<file path="src/rtl/lsu_pkg.sv">
// Shared operation/state encodings and decode helpers for the load/store unit.
package lsu_pkg;

    typedef enum logic [2:0] {
        LSU_OP_LB  = 3'b000,
        LSU_OP_LH  = 3'b001,
        LSU_OP_LW  = 3'b010,
        LSU_OP_SB  = 3'b011,
        LSU_OP_LBU = 3'b100,
        LSU_OP_LHU = 3'b101,
        LSU_OP_SH  = 3'b110,
        LSU_OP_SW  = 3'b111
    } lsu_op_e;

    typedef enum logic [1:0] {
        LSU_ST_IDLE = 2'd0,
        LSU_ST_REQ  = 2'd1,
        LSU_ST_RESP = 2'd2,
        LSU_ST_EXC  = 2'd3
    } lsu_state_e;

    localparam int unsigned LSU_CNT_W = 16;

    function automatic logic op_is_store(input lsu_op_e op);
        return op inside {LSU_OP_SB, LSU_OP_SH, LSU_OP_SW};
    endfunction

    function automatic logic op_misaligned(input lsu_op_e op, input logic [1:0] addr_lo);
        case (op)
            LSU_OP_LH, LSU_OP_LHU, LSU_OP_SH: return addr_lo[0];
            LSU_OP_LW, LSU_OP_SW:             return addr_lo != 2'b00;
            default:                          return 1'b0;
        endcase
    endfunction

endpackage

</file>
<file path="src/rtl/lsu_lane_align.sv">
// Byte-lane steering: extracts and extends load data, and builds store
// byte enables plus lane-replicated store data.
module lsu_lane_align
    import lsu_pkg::*;
(
    input  lsu_op_e     op,
    input  logic [1:0]  addr_lo,
    input  logic [31:0] word,
    output logic [31:0] ld_data,
    output logic [3:0]  st_be,
    output logic [31:0] st_wdata
);

    logic [7:0]  byte_sel;
    logic [15:0] half_sel;

    always_comb begin
        byte_sel = word[{addr_lo, 3'b000} +: 8];
        half_sel = addr_lo[1] ? word[31:16] : word[15:0];
        ld_data  = word;
        st_be    = 4'b1111;
        st_wdata = word;
        case (op)
            LSU_OP_LB:  ld_data = {{24{byte_sel[7]}}, byte_sel};
            LSU_OP_LBU: ld_data = {24'h0, byte_sel};
            LSU_OP_LH:  ld_data = {{16{half_sel[15]}}, half_sel};
            LSU_OP_LHU: ld_data = {16'h0, half_sel};
            LSU_OP_SB: begin
                st_be    = 4'b0001 << addr_lo;
                st_wdata = {4{word[7:0]}};
            end
            LSU_OP_SH: begin
                st_be    = addr_lo[1] ? 4'b1100 : 4'b0011;
                st_wdata = {2{word[15:0]}};
            end
            default: ;
        endcase
    end

endmodule

</file>
<file path="src/rtl/lsu.sv">
// Load/store unit: one operation at a time, single-outstanding memory
// request with timeout, aligned load write-back and misalign/timeout pulses.
module lsu
    import lsu_pkg::*;
#(
    parameter int unsigned MEM_TIMEOUT = 255
) (
    input  logic        clk,
    input  logic        rst,
    input  logic        req_valid,
    output logic        req_ready,
    input  logic [2:0]  req_op,
    input  logic [31:0] req_addr,
    input  logic [31:0] req_wdata,
    input  logic [4:0]  req_rdst,
    output logic        dmem_req,
    output logic        dmem_we,
    output logic [3:0]  dmem_be,
    output logic [31:0] dmem_addr,
    output logic [31:0] dmem_wdata,
    input  logic        dmem_ack,
    input  logic [31:0] dmem_rdata,
    output logic        wb_valid,
    output logic [4:0]  wb_rdst,
    output logic [31:0] wb_data,
    output logic        exc_misalign,
    output logic        exc_timeout,
    output logic [31:0] exc_addr
);

    localparam logic [LSU_CNT_W-1:0] CNT_LAST = LSU_CNT_W'(MEM_TIMEOUT - 1);

    lsu_state_e           state_q, state_d;
    lsu_op_e              op_q, op_d;
    logic [31:0]          addr_q, addr_d;
    logic [4:0]           rdst_q, rdst_d;
    logic [LSU_CNT_W-1:0] cnt_q, cnt_d;
    logic                 timeout_q, timeout_d;
    logic                 we_q, we_d;
    logic [3:0]           be_q, be_d;
    logic [31:0]          wdata_q, wdata_d;
    logic [31:0]          wb_data_q, wb_data_d;

    lsu_op_e     req_op_e;
    lsu_op_e     al_op;
    logic [1:0]  al_lo;
    logic [31:0] al_word;
    logic [31:0] al_ld;
    logic [3:0]  al_be;
    logic [31:0] al_wdata;

    assign req_op_e = lsu_op_e'(req_op);

    // One aligner serves both paths: in IDLE it shapes the incoming store,
    // otherwise it extracts the lane of the latched load from the read word.
    assign al_op   = (state_q == LSU_ST_IDLE) ? req_op_e : op_q;
    assign al_lo   = (state_q == LSU_ST_IDLE) ? req_addr[1:0] : addr_q[1:0];
    assign al_word = (state_q == LSU_ST_IDLE) ? req_wdata : dmem_rdata;

    lsu_lane_align u_align (
        .op       (al_op),
        .addr_lo  (al_lo),
        .word     (al_word),
        .ld_data  (al_ld),
        .st_be    (al_be),
        .st_wdata (al_wdata)
    );

    always_comb begin
        state_d   = state_q;
        op_d      = op_q;
        addr_d    = addr_q;
        rdst_d    = rdst_q;
        cnt_d     = cnt_q;
        timeout_d = timeout_q;
        we_d      = we_q;
        be_d      = be_q;
        wdata_d   = wdata_q;
        wb_data_d = wb_data_q;
        case (state_q)
            LSU_ST_IDLE: begin
                if (req_valid) begin
                    op_d      = req_op_e;
                    addr_d    = req_addr;
                    rdst_d    = req_rdst;
                    cnt_d     = '0;
                    timeout_d = 1'b0;
                    we_d      = op_is_store(req_op_e);
                    be_d      = al_be;
                    wdata_d   = al_wdata;
                    case (req_op_e)
                        LSU_OP_LB, LSU_OP_LH, LSU_OP_LW, LSU_OP_LBU, LSU_OP_LHU,
                        LSU_OP_SB, LSU_OP_SH, LSU_OP_SW:
                            state_d = op_misaligned(req_op_e, req_addr[1:0]) ? LSU_ST_EXC
                                                                              : LSU_ST_REQ;
                        default: state_d = LSU_ST_IDLE;
                    endcase
                end
            end
            LSU_ST_REQ: begin
                // An ack on the final counted cycle takes priority over the timeout.
                if (dmem_ack) begin
                    if (op_is_store(op_q)) begin
                        state_d = LSU_ST_IDLE;
                    end else begin
                        state_d   = LSU_ST_RESP;
                        wb_data_d = al_ld;
                    end
                end else if (cnt_q == CNT_LAST) begin
                    state_d   = LSU_ST_EXC;
                    timeout_d = 1'b1;
                end else begin
                    cnt_d = cnt_q + 1'b1;
                end
            end
            LSU_ST_RESP: state_d = LSU_ST_IDLE;
            LSU_ST_EXC:  state_d = LSU_ST_IDLE;
            default:     state_d = LSU_ST_IDLE;
        endcase
    end

    always_ff @(posedge clk or posedge rst) begin
        if (rst) begin
            state_q   <= LSU_ST_IDLE;
            op_q      <= LSU_OP_LB;
            addr_q    <= '0;
            rdst_q    <= '0;
            cnt_q     <= '0;
            timeout_q <= 1'b0;
            we_q      <= 1'b0;
            be_q      <= '0;
            wdata_q   <= '0;
            wb_data_q <= '0;
        end else begin
            state_q   <= state_d;
            op_q      <= op_d;
            addr_q    <= addr_d;
            rdst_q    <= rdst_d;
            cnt_q     <= cnt_d;
            timeout_q <= timeout_d;
            we_q      <= we_d;
            be_q      <= be_d;
            wdata_q   <= wdata_d;
            wb_data_q <= wb_data_d;
        end
    end

    assign req_ready    = (state_q == LSU_ST_IDLE);
    assign dmem_req     = (state_q == LSU_ST_REQ);
    assign dmem_we      = we_q;
    assign dmem_be      = be_q;
    assign dmem_addr    = {addr_q[31:2], 2'b00};
    assign dmem_wdata   = wdata_q;
    assign wb_valid     = (state_q == LSU_ST_RESP);
    assign wb_rdst      = rdst_q;
    assign wb_data      = wb_data_q;
    assign exc_misalign = (state_q == LSU_ST_EXC) && !timeout_q;
    assign exc_timeout  = (state_q == LSU_ST_EXC) && timeout_q;
    assign exc_addr     = addr_q;

endmodule

</file>
<file path="config.mk">
export PLATFORM = sky130hd
export DESIGN_NAME = lsu
export DESIGN_NICKNAME = d
export VERILOG_FILES = /design/src/rtl/lsu_pkg.sv /design/src/rtl/lsu_lane_align.sv /design/src/rtl/lsu.sv
export SDC_FILE = /design/constraint.sdc
export NUM_CORES = 1
export LEC_CHECK = 0
export CAP_MARGIN = 15
export CORE_MARGIN = 2
export CORE_UTILIZATION = 25
export CTS_BUF_LIST = sky130_fd_sc_hd__clkbuf_4 sky130_fd_sc_hd__clkbuf_8
export DETAILED_ROUTE_END_ITERATION = 10
export PLACE_DENSITY = 0.59
export SYNTH_ARGS = -nofsm -noshare
export SYNTH_HDL_FRONTEND = slang
export SYNTH_HIERARCHICAL = 1
export SYNTH_SLANG_ARGS = --single-unit
</file>
<file path="constraint.sdc">
create_clock -name clk -period 9.2 [get_ports clk]
set_input_delay 1.38 -clock clk [delete_from_list [all_inputs] [get_ports clk]]
set_output_delay 1.38 -clock clk [all_outputs]
set_load 0.05 [all_outputs]
</file>
==> run metrics, run 1 <==
status complete, no violations; Mapped Area 0.00739 mm2; ys flop type dfrtp_1; R2R setup slack 5.54 ns; RSZ-0062 raised after global routing false; num rows 62; unique cell type count in the Yosys netlist 57; DRT antenna net count 0; global-route wire length before repair 36,800 um; Reg2Reg Depth 7; Clk Latency, worst-skew pair 0.44 ns; flop and latch count out of synthesis 128; reg2reg start state_q[0]; PostCTS Resize Cnt 0; YS warnings 6; critical path class flop to primary output; Min Clock Period, post-route 4.06 ns; Setup crit end kind primary output; HP Class flop to flop; CP max FO 32; CTS max path bufs 2; DRC viols 0; CTS Hold Bufs 0; CORE AREA 0.0289 mm2; CTS buffer count 17; crit path launch type flop; Setup Skew 0.0116 ns; FILL cells 2,920; initial antenna violation count 0; H-tree Lvls 4; GP Congestion 0.770; worst slew pin tran 1.14 ns; DP Wirelength 16,800 um; area delta synth->final 38.9%; Area after DPL 0.00985 mm2; Tot GR Track Use 15.4%; Final Slew Violations 0; drt via density 4.68; worst r2r dst wb_data[17]; Die Wd 176 um; Worst Path Arrival 2.68 ns; global route overflow 0; Hold Startpoint dmem_be[0]; post-route cell area 0.0103 mm2; Worst Path Required 7.82 ns; Hold Path Stages 2; clk slew on worst S/H paths 0.08 ns; Final Non-Filler Cells 1,380; die footprint 0.0310 mm2; syn avg cell area 9.15 um2; cell area power density 442 mW/mm2; Pre-antenna DRT Iters 5; worst vdd ir 0.195 mV; clock sink total 128; max_slew headroom 24.3%; number of global-route vias before repair 6,148; final setup fails 0; final hold slack 0.477 ns; Final nets 1,094; Initial Util 25.6%; Sequential cell area 0.00320 mm2; most common cell after layout, fill and taps aside nand2_1; asr flop ratio synth 100%; drt total wl 24,200 um; Iteration-0 DRC Markers 362; height of the die 176 um; Max Clock Freq 0.246 GHz; diode count 0; placed cells 1,349; CTS root buffer clkbuf_8; Ports 251; via count 6,453; Pleak 0.00438 uW; fraction of layout cells with a size suffix above 1 14.0%; most frequent cells in the layout nand2_1 (249), clkdlybuf4s50_1 (248), dfrtp_1 (128); Post-CTS Setup Inserts 0; max-cap violations 0; largest net degree at the start of global routing 89; post-synthesis sequential area ratio 43.3%; Syn Inst Count 808; Hold Vio Cnt, Final 0; port buffer count 248; EDFF count, synth 0; average routed wire per standard cell 17.5 um; Final Cycle Share 44.1%; area of the multi-input gates 0.00362 mm2; setup TNS 0 ns; Hold EP dmem_be[0]; power after layout 4540 uW; TritonCTS clock tree yes
## cells in the mapped netlist (all sizes together), types with 2 or more instances
master  instances  area [um2]
a21oi          30         158
clkbuf         30         113
nand4           5        31.3
mux2i          11         110
nor3            3        15.0
nand3b          2        15.0
a221o           7        70.1
o221ai         23         226
a31oi           4        25.0
nor4b           2        17.5
nand3           7        40.0
o21ai          11        66.3
and2b           2        15.0
or4             9        67.6
ha              2        25.0
or2             2        12.5
nand2         249         935
and3            6        37.5
nand2b          9        56.3
dfrtp         128        3200
inv             7        26.3
o22ai          17         106
nor2           25        93.8
nor2b          31         194
o31ai           9        67.6
or3b            2        17.5
a41o            2        20.0
buf            66         455
a211o           2        17.5
o311a           2        20.0
mux2           89        1010
## worst max-delay path: stages (launching register included)
cell,delay (ns)
dfrtp_1,0.51
nor2_4,0.36
buf_4,0.47
clkdlybuf4s50_1,0.89
## where the power goes
part	switching (uW)	internal, uW	total (uW)
Combinational	1990	1040	3030
Clock	250	283	533
Sequential	167	804	971
Total	2410	2130	4540
## state kept, by name, summed over array words and instances (netlist names)
name        cells
exc_addr       32
op_q            3
wb_rdst         5
dmem_we         1
timeout_q       1
wb_data        32
dmem_be         4
dmem_wdata     32
cnt_q          16
state_q         2
## final cells by class
| type | instances | area share, % |
|---|---|---|
| repair buffers | 252 | 24.5 |
| clock buffers | 19 | 2.55 |
| well taps | 384 | 4.68 |
| flip-flops and latches | 128 | 31.2 |
| multi-input cells | 577 | 35.2 |
| clock inverters | 12 | 1.55 |
| inverters | 8 | 0.341 |
## per-stage QoR
stage	utilization, %	setup slack (ns)
floorplan	-	4.41
global placement	34.0	5.03
detailed placement	34.0	5.01
CTS	35.5	5.05
global route	35.5	4.98
finish	35.5	5.14
## kinds of logic (layout without fill, tap and decap cells)
kind of cell,count (synthesis),count (layout),share of synthesized area [%]
AOI/OAI and AO/OA,112,112,11.2
and+or+nand+nor,361,361,21.8
muxes,100,100,15.1
buffers and inverters,104,291,8.09
other,1,2,0.0507
adders and majority gates,2,2,0.338
DFF,128,128,43.3
## worst max-delay path by stage
stage,start,endpoint,slack (ns)
floorplan,rst,cnt_q[0],4.41
global placement,req_addr[1],wb_data[20],5.03
detailed placement,req_addr[1],wb_data[20],5.01
CTS,state_q[0],req_ready,5.05
global route,state_q[0],req_ready,4.98
finish,state_q[0],req_ready,5.14
## layer usage
layer	share of wire (%)	GRT usage, %
met1	44	19.8
met2	48	25.7
met3	7.1	4.44
met4	1.3	3.75
met5	0	0
No activity file was read; power rests on OpenSTA's default activity.
==> inputs of run 2 (changes only) <==
--- a/config.mk
+++ b/config.mk
@@ -10,7 +10,7 @@
 export CORE_UTILIZATION = 25
 export CTS_BUF_LIST = sky130_fd_sc_hd__clkbuf_4 sky130_fd_sc_hd__clkbuf_8
 export DETAILED_ROUTE_END_ITERATION = 10
-export PLACE_DENSITY = 0.59
+export PLACE_DENSITY = 0.61
 export SYNTH_ARGS = -nofsm -noshare
 export SYNTH_HDL_FRONTEND = slang
 export SYNTH_HIERARCHICAL = 1
==> constraint.sdc (replaced) <==
create_clock -name clk -period 3.5 [get_ports clk]
set_input_delay 0.525 -clock clk [delete_from_list [all_inputs] [get_ports clk]]
set_output_delay 0.525 -clock clk [all_outputs]
set_load 0.05 [all_outputs]
==> run metrics, run 2 (synthesized netlist as in run 1, its figures left out) <==
Final Slew Violations 0 (unchanged); crit path launch type flop; drt via density 4.68 (about the same); DP Wirelength 17,700 um (+5.4%); GR Util met2 26.1% (+0.38 points); FILL cells 2,957 (+1.3%); Ports 251 (unchanged); Final Cycle Share 84.9%; Max Clock Freq 0.336 GHz; DRT antenna net count 0 (unchanged); Iteration-0 DRC Markers 358 (-1.1%); RSZ-0062 raised after global routing false; max-cap violations 0 (unchanged); clock sink total 128 (unchanged); final setup fails 0 (unchanged); R2R setup slack 0.66 ns (-4.88 ns); die footprint 0.0310 mm2 (unchanged); initial antenna violation count 0 (unchanged); Reg2Reg Depth 8 (+1); CORE AREA 0.0289 mm2 (unchanged); worst slew pin tran 0.722 ns (-0.413 ns); most common cell after layout, fill and taps aside nand2_1; Clk Latency, worst-skew pair 0.45 ns (about the same); drt total wl 24,500 um (+1.3%); Pleak 0.00445 uW (+1.6%); CTS max path bufs 2 (unchanged); num rows 62 (unchanged); global route hottest layer met2; cell area power density 1150 mW/mm2 (+160%); CTS root buffer clkbuf_8; CP max FO 11 (-66%); routing usage on met3 4.24% (-0.19 points); worst vdd ir 0.523 mV (+170%); Hold Path Stages 2 (unchanged); Initial Util 25.6% (unchanged); critical path class flop to primary output; fraction of layout cells with a size suffix above 1 15.5% (+1.5 points); Tot GR Track Use 15.8% (+0.38 points); number of global-route vias before repair 6,546 (+6.5%); area of the multi-input gates 0.00361 mm2 (-0.24%); Hold EP dmem_wdata[16]; Die Wd 176 um (unchanged); Hold Vio Cnt, Final 0 (unchanged); CTS Hold Bufs 0 (unchanged); port buffer count 248 (unchanged); Setup Skew 0.0120 ns (+0.000420 ns); Worst Path Required 2.97 ns (-4.85 ns); Worst Path Arrival 2.45 ns (-0.23 ns); Min Clock Period, post-route 2.97 ns; HP Class flop to flop; PostCTS Resize Cnt 0 (unchanged); height of the die 176 um (unchanged); reg2reg start state_q[0]; Pre-antenna DRT Iters 4 (-1); largest net degree at the start of global routing 129 (+45%); Hold Startpoint dmem_wdata[16]; global-route wire length before repair 37,900 um (+3.2%); diode count 0 (unchanged); Sequential cell area 0.00320 mm2 (unchanged); CTS buffer count 17 (unchanged); status complete, no violations; area delta synth->final 40.0%; TritonCTS clock tree yes; max_slew headroom 51.9% (+28 points); most frequent cells in the layout nand2_1 (249), clkdlybuf4s50_1 (248), dfrtp_1 (128); DRC viols 0 (unchanged); via count 6,541 (+1.4%); clk slew on worst S/H paths 0.08 ns (about the same); global route overflow 0 (unchanged); Post-CTS Setup Inserts 0 (unchanged); Final nets 1,111 (+1.6%); H-tree Lvls 4 (unchanged); power after layout 11,900 uW (+160%); worst r2r dst wb_data[23]; GP Congestion 0.794 (+3.2%); average routed wire per standard cell 17.5 um (about the same); met1 Use GR 20.2% (+0.42 points); setup TNS 0 ns (unchanged); Setup crit end kind primary output
## run 2: cell types whose count changed in the layout (fill, tap and decap cells not counted), sizes merged
cell / previous run / this run
bufinv: 3 / 0
buf: 4 / 21
clkinv: 3 / 4
clkbuf: 19 / 24
inv: 9 / 7
## run 2: worst max-delay path, stage by stage, from the launching register on
cell and delay, ns:
dfrtp_1 0.51, nor2_4 0.27, buf_4 0.21, buf_4 0.18, clkdlybuf4s50_1 0.82
## run 2: how the worst max path moves through the flow
stage                     start          end  depth (start not counted)
CTS                  state_q[0]    req_ready                          4
floorplan            state_q[0]  wb_data[10]                         10
global route         state_q[0]    req_ready                          4
global placement    req_addr[0]  wb_data[23]                          7
finish               state_q[0]    req_ready                          4
detailed placement  req_addr[0]  wb_data[30]                          7
## run 2: layout make-up
class,count,share of cell area (%)
clock buffers,24,3.07
clock inverters,8,0.520
well taps,384,4.64
flip-flops and latches,128,30.9
multi-input cells,577,34.9
repair buffers,269,25.6
inverters,8,0.326
## run 2: layer usage
layer,wire length (um),vias to the layer above
met4,478,0
li1,-,3121
met2,11600,259
met3,1770,30
met1,10600,3131
met5,0,-
## run 2: power breakdown
part	internal, uW	leakage [uW]	switching, uW
combinational	2840	0.00266	5230
sequential	2120	0.00160	441
clock	599	0.000184	632
## run 2: through the flow
stage,hold WS [ns],instances,cell area [um2],utilization [%],setup WS (ns)
after floorplan,0.457,809,7400,-,0.273
after global placement,0.458,1366,9980,34.5,0.573
after detailed placement,0.461,1366,9980,34.5,0.547
after CTS,0.480,1398,10400,35.8,0.493
after global routing,0.497,1398,10400,35.8,0.381
final,0.473,1398,10400,35.8,0.528
